`src/rtl/uart_pkg.sv`:
```
// uart_pkg: shared receiver state encoding, default rates and bit-period helper (UART_RX_PARITY_EN adds PARITY)
package uart_pkg;
   localparam int DEF_CLK_HZ = 50_000_000;
   localparam int DEF_BAUD   = 115_200;
`ifdef UART_RX_PARITY_EN
   typedef enum logic [2:0] {IDLE, START, DATA, PARITY, STOP, WAIT_IDLE} state_t;
`else
   typedef enum logic [2:0] {IDLE, START, DATA, STOP, WAIT_IDLE} state_t;
`endif
   function automatic int clks_per_bit(input int clk_hz, input int baud);
      return clk_hz / baud;
   endfunction
endpackage

```
`src/rtl/uart_sync2.sv`:
```
// uart_sync2: two-flop synchronizer for an asynchronous input, reset value selectable
module uart_sync2 #(
   parameter logic RST_VAL = 1'b1
) (
   input  logic clk,
   input  logic rst,
   input  logic d,
   output logic q
);
   logic [1:0] ff;
   // shift the raw input through two stages
   always_ff @(posedge clk)
      if (rst) ff <= {2{RST_VAL}};
      else     ff <= {ff[0], d};
   assign q = ff[1];
endmodule

```
`src/rtl/uart_rx.sv`:
```
// uart_rx: 8N1 UART receiver with valid/ready output and frame/overrun pulses (UART_RX_PARITY_EN selects 8E1)
module uart_rx
   import uart_pkg::*;
#(
   parameter int CLK_HZ = DEF_CLK_HZ,
   parameter int BAUD   = DEF_BAUD
) (
   input  logic       i_clk_50mhz,
   input  logic       i_reset,
   input  logic       i_rx,
   output logic [7:0] o_data,
   output logic       o_valid,
   input  logic       i_ready,
   output logic       o_frame_err,
   output logic       o_overrun,
   output logic       o_busy
);
   localparam int CPB = clks_per_bit(CLK_HZ, BAUD);
   localparam int CW  = $clog2(CPB + 1);
   localparam logic [CW-1:0] FULL = CW'(CPB);
   localparam logic [CW-1:0] HALF = CW'(CPB / 2);
   localparam logic [CW-1:0] ONE  = CW'(1);
   state_t state, state_n;
   logic [CW-1:0] cnt, cnt_n;
   logic [2:0] bit_idx, bit_idx_n;
   logic [7:0] shift, shift_n;
   logic rx_s, tick, deliver, ferr;
`ifdef UART_RX_PARITY_EN
   logic par_err, par_err_n;
`endif

   uart_sync2 #(.RST_VAL(1'b1)) u_sync (
      .clk (i_clk_50mhz),
      .rst (i_reset),
      .d   (i_rx),
      .q   (rx_s)
   );

   // cnt counts down to the next sample point; a sample is taken when it reaches one
   assign tick = (cnt == ONE);

   // state and datapath registers
   always_ff @(posedge i_clk_50mhz)
      if (i_reset) begin
         state   <= IDLE;
         cnt     <= '0;
         bit_idx <= '0;
         shift   <= '0;
`ifdef UART_RX_PARITY_EN
         par_err <= 1'b0;
`endif
      end else begin
         state   <= state_n;
         cnt     <= cnt_n;
         bit_idx <= bit_idx_n;
         shift   <= shift_n;
`ifdef UART_RX_PARITY_EN
         par_err <= par_err_n;
`endif
      end

   // frame sequencing: start-bit qualification, data shift, stop check
   always_comb begin
      state_n   = state;
      cnt_n     = (cnt != '0) ? cnt - ONE : cnt;
      bit_idx_n = bit_idx;
      shift_n   = shift;
      deliver   = 1'b0;
      ferr      = 1'b0;
`ifdef UART_RX_PARITY_EN
      par_err_n = par_err;
`endif
      case (state)
         IDLE:
            if (!rx_s) begin
               state_n = START;
               cnt_n   = HALF;
            end
         START:
            if (tick) begin
               state_n   = rx_s ? IDLE : DATA;
               cnt_n     = rx_s ? '0 : FULL;
               bit_idx_n = '0;
            end
         DATA:
            if (tick) begin
               shift_n   = {rx_s, shift[7:1]};
               cnt_n     = FULL;
               bit_idx_n = bit_idx + 3'd1;
`ifdef UART_RX_PARITY_EN
               state_n   = (bit_idx == 3'd7) ? PARITY : DATA;
`else
               state_n   = (bit_idx == 3'd7) ? STOP : DATA;
`endif
            end
`ifdef UART_RX_PARITY_EN
         PARITY:
            if (tick) begin
               par_err_n = rx_s ^ (^shift);
               cnt_n     = FULL;
               state_n   = STOP;
            end
`endif
         STOP:
            if (tick) begin
               cnt_n   = '0;
`ifdef UART_RX_PARITY_EN
               deliver = rx_s & ~par_err;
`else
               deliver = rx_s;
`endif
               ferr    = ~deliver;
               state_n = rx_s ? IDLE : WAIT_IDLE;
            end
         WAIT_IDLE:
            if (rx_s) state_n = IDLE;
         default:
            state_n = IDLE;
      endcase
   end

   // output holding register: a byte arriving while the old one is unconsumed is dropped
   always_ff @(posedge i_clk_50mhz)
      if (i_reset) begin
         o_data      <= 8'h00;
         o_valid     <= 1'b0;
         o_frame_err <= 1'b0;
         o_overrun   <= 1'b0;
      end else begin
         o_frame_err <= ferr;
         o_overrun   <= deliver & o_valid & ~i_ready;
         if (deliver && !(o_valid && !i_ready)) begin
            o_data  <= shift;
            o_valid <= 1'b1;
         end else if (o_valid && i_ready) begin
            o_valid <= 1'b0;
         end
      end

   assign o_busy = (state != IDLE);
endmodule
```
`config.mk`:
```
export PLATFORM = sky130hd
export DESIGN_NAME = uart_rx
export DESIGN_NICKNAME = d
export VERILOG_FILES = /design/src/rtl/uart_pkg.sv /design/src/rtl/uart_sync2.sv /design/src/rtl/uart_rx.sv
export SDC_FILE = /design/constraint.sdc
export NUM_CORES = 1
export LEC_CHECK = 0
export CAP_MARGIN = 20
export CORE_UTILIZATION = 55
export DETAILED_ROUTE_END_ITERATION = 8
export GPL_TIMING_DRIVEN = 0
export PLACE_DENSITY = 0.83
export REMOVE_ABC_BUFFERS = 1
export SLEW_MARGIN = 5
export SYNTH_ARGS = -nofsm -noshare
export SYNTH_HDL_FRONTEND = slang
export SYNTH_SLANG_ARGS = --single-unit
```
`constraint.sdc`:
```
create_clock -name i_clk_50mhz -period 2.8 [get_ports i_clk_50mhz]
set_input_delay 0.28 -clock i_clk_50mhz [delete_from_list [all_inputs] [get_ports i_clk_50mhz]]
set_output_delay 0.28 -clock i_clk_50mhz [all_outputs]
set_load 0.01 [all_outputs]
```
==> flow_summary.json <==
{
  "drc": 0,
  "routabilityCongestion": 0.8281,
  "seq_power_share_pct": 41.6,
  "cts_buffers": 5,
  "wire_per_inst_um": 14.48,
  "cts_tree": "done",
  "worstPathArrival_ns": 2.55,
  "synth_seq_area_share_pct": 41.32,
  "firstDrtPassIters": 4,
  "max_freq_mhz": 438.1,
  "p_comb_share_pct": 39.4,
  "finalNetCount": 217,
  "dr_total_vias": 1538,
  "synth-main-ff-cell": "dfxtp_1",
  "antenna_left": 0,
  "drtIter0Drc": 53,
  "syn_avg_cell_area_um2": 8.635,
  "syn_inst": 202,
  "tns_ns": 0,
  "clock_skew_ns": 0.01109,
  "post-cts-setup-buffer-count": 0,
  "slew_viol_final": 0,
  "ios": 16,
  "antenna_cells": 0,
  "rsz0062_at_grt": "no",
  "track_usage_pct": 24.66,
  "grt_pass1_vias": 1406,
  "rows": 20,
  "maxCapViolations": 0,
  "synth_edf_count": 0,
  "clockBufferDepth": 2,
  "async_reset_ff_share_pct": 0,
  "die_h_um": 58.32,
  "worst_slew_pin_slew_ns": 0.8838,
  "grt_max_degree": 22,
  "area_growth_pct": 11.62,
  "ys_warn_count": 0,
  "hold_ws_ns": 0.4192,
  "p_leak_uw": 0.0006292,
  "die_w_um": 58.32,
  "cts.sink_count": 36,
  "sw_frac_of_total_pct": 40.50,
  "grt-ovfl-total": 0,
  "fillerInstances": 279,
  "min_period_ns": 2.282,
  "register_area_um2": 720.7,
  "cts_resized": 0,
  "netlist.area_leader.share_pct": 41.32,
  "cpPeakStageDelay_ns": 0.76,
  "cts_root_buffer": "clkbuf_4",
  "start_kind": "flip-flop",
  "coreArea_mm2": 0.003028,
  "worstSetupPathType": "flip-flop to flip-flop",
  "cp_max_fo": 15,
  "slowest_stage": "or4_1",
  "synth_area_leaders": "dfxtp_1 (41%), a21oi_1 (7.2%), o21ai_1 (4.9%)",
  "finalCritPeriodShare_pct": 81.52,
  "cts_hold_buf": 0,
  "setup-violations-final": 0,
  "start_util_pct": 57.60,
  "antenna_found_initial": 0,
  "hp-class": "flip-flop to flip-flop",
  "ys_ff_latch": 36,
  "yosysUniqueCellTypes": 49,
  "relSlewSlack_pct": 40.25,
  "status": "finished clean",
  "die_area_mm2": 0.003401,
  "clk_pin_slew_ns": 0.11,
  "htree_levels": 2,
  "synth_top_area_cell": "dfxtp_1",
  "multi_input_area_um2": 928.4,
  "path_cells": "or4_1, nor3_4, nand3_1, a211oi_1",
  "power.density_mw_per_mm2": 803.4,
  "internal_power_uw": 930.7,
  "synth_area_mm2": 0.001744,
  "wl_mm": 3.678,
  "dp_hpwl_mm": 2.542,
  "grt_pass1_wl_mm": 6.403,
  "drive_gt1_share_pct": 9.524,
  "final_common_cell": "dfxtp_1",
  "clockPowerShare_pct": 19.0,
  "layout_common_cells": "dfxtp_1 (36), a21oi_1 (25), o21ai_1 (17)",
  "hold_viol": 0,
  "crit_required_ns": 3.06,
  "vias_per_cell": 6.055,
  "numPortBuffers": 15,
  "irDropWorstVdd_uv": 624.8,
  "clk_latency_ns": 0.35,
  "switchingPower_uw": 633.5,
  "critPathCaptureType": "flip-flop"
}
==> synth_stat cells, drive strengths merged, types with 2 or more instances <==
cell     n
a41oi    2
nor4     2
ha       4
or4      3
nand2b   3
nand2   13
buf      7
a31oi    2
dfxtp   36
nor3     5
nor2     8
o211ai   2
a21oi   25
clkbuf   9
or4b     2
a22oi    2
nand3   15
nand4    2
o21a     2
or3      5
nor2b    3
o21ai   19
o31a     2
a211oi   3
xor2     2
o32ai    2
or2      4
o22ai    3
inv      4
==> path summary, 6_finish.rpt <==
| path | startpoint | slack [ns] | endpoint | cells past startpoint |
|---|---|---|---|---|
| max | cnt[4]$_SDFF_PP0_ | 0.52 | state[2]$_SDFFE_PP0P_ | 4 |
| min | u_sync.ff[0]$_SDFF_PP1_ | 0.42 | u_sync.ff[1]$_SDFF_PP1_ | 1 |
| max reg2reg | cnt[4]$_SDFF_PP0_ | 0.52 | state[2]$_SDFFE_PP0P_ | 4 |
| min reg2reg | u_sync.ff[0]$_SDFF_PP1_ | 0.42 | u_sync.ff[1]$_SDFF_PP1_ | 1 |
==> registers in the layout, summed over array words and instances (netlist names), 2 cells and up <==
signal,cells
state,3
u_sync.ff,2
shift,8
o_data,8
cnt,9
bit_idx,3
==> kinds of logic (layout without fill, tap and decap cells) <==
| kind of cell | Yosys count | after routing | synth area share, % |
|---|---|---|---|
| xor gates and xnor gates | 3 | 3 | 1.507 |
| adders and majority gates | 4 | 4 | 2.870 |
| DFF | 36 | 36 | 41.32 |
| buffers and inverters | 20 | 28 | 5.451 |
| and+or+nand+nor | 67 | 67 | 22.81 |
| AOI/OAI and AO/OA | 71 | 71 | 25.47 |
| muxes | 1 | 1 | 0.5739 |
==> stage by stage <==
| stage | instance area, um2 | util (%) | setup slack, ns | instances | power (uW) |
|---|---|---|---|---|---|
| 6_report | 1947 | 64.30 | 0.5175 | 254 | 1564 |
| 5_1_grt | 1947 | 64.30 | 0.3890 | 254 | 1670 |
| 4_1_cts | 1947 | 64.30 | 0.5470 | 254 | 1566 |
| 3_5_place_dp | 1884 | 62.23 | 0.5478 | 246 | 1271 |
| 3_3_place_gp | 1869 | 61.74 | 0.6216 | 245 | 1225 |
| 2_1_floorplan | 1664 | - | 0.8784 | 186 | 1121 |
==> final cells by class <==
| class | instances | area share (%) |
|---|---|---|
| repair buffers | 16 | 8.483 |
| multi-input cells | 146 | 47.69 |
| inverters | 4 | 0.7712 |
| well taps | 44 | 2.828 |
| clock buffers | 7 | 2.828 |
| flip-flops and latches | 36 | 37.02 |
| clock inverters | 1 | 0.3856 |
==> critical path: cells and delay by family (launching register included) <==
family,cells,cell delay (ns)
AOI/OAI and AO/OA,1,0.25
DFF,1,0.38
and+or+nand+nor,3,1.57
==> per-layer routing <==
metal | track usage (%) | up-vias | share of wire (%)
met5 | 0 | - | 0
met4 | 7.483 | 0 | 1.3
met3 | 6.154 | 6 | 5.3
met2 | 42.53 | 39 | 49
met1 | 30.45 | 730 | 45
li1 | - | 763 | -
==> power groups by stage <==
stage,logic [uW],clock network [uW],registers [uW]
final,617,297,650
after global routing,685,322,663
after CTS,613,305,649
after detailed placement,611,0,660
after global placement,574,0,651
after floorplan,483,0,638
No activity file was read; power rests on OpenSTA's default activity.
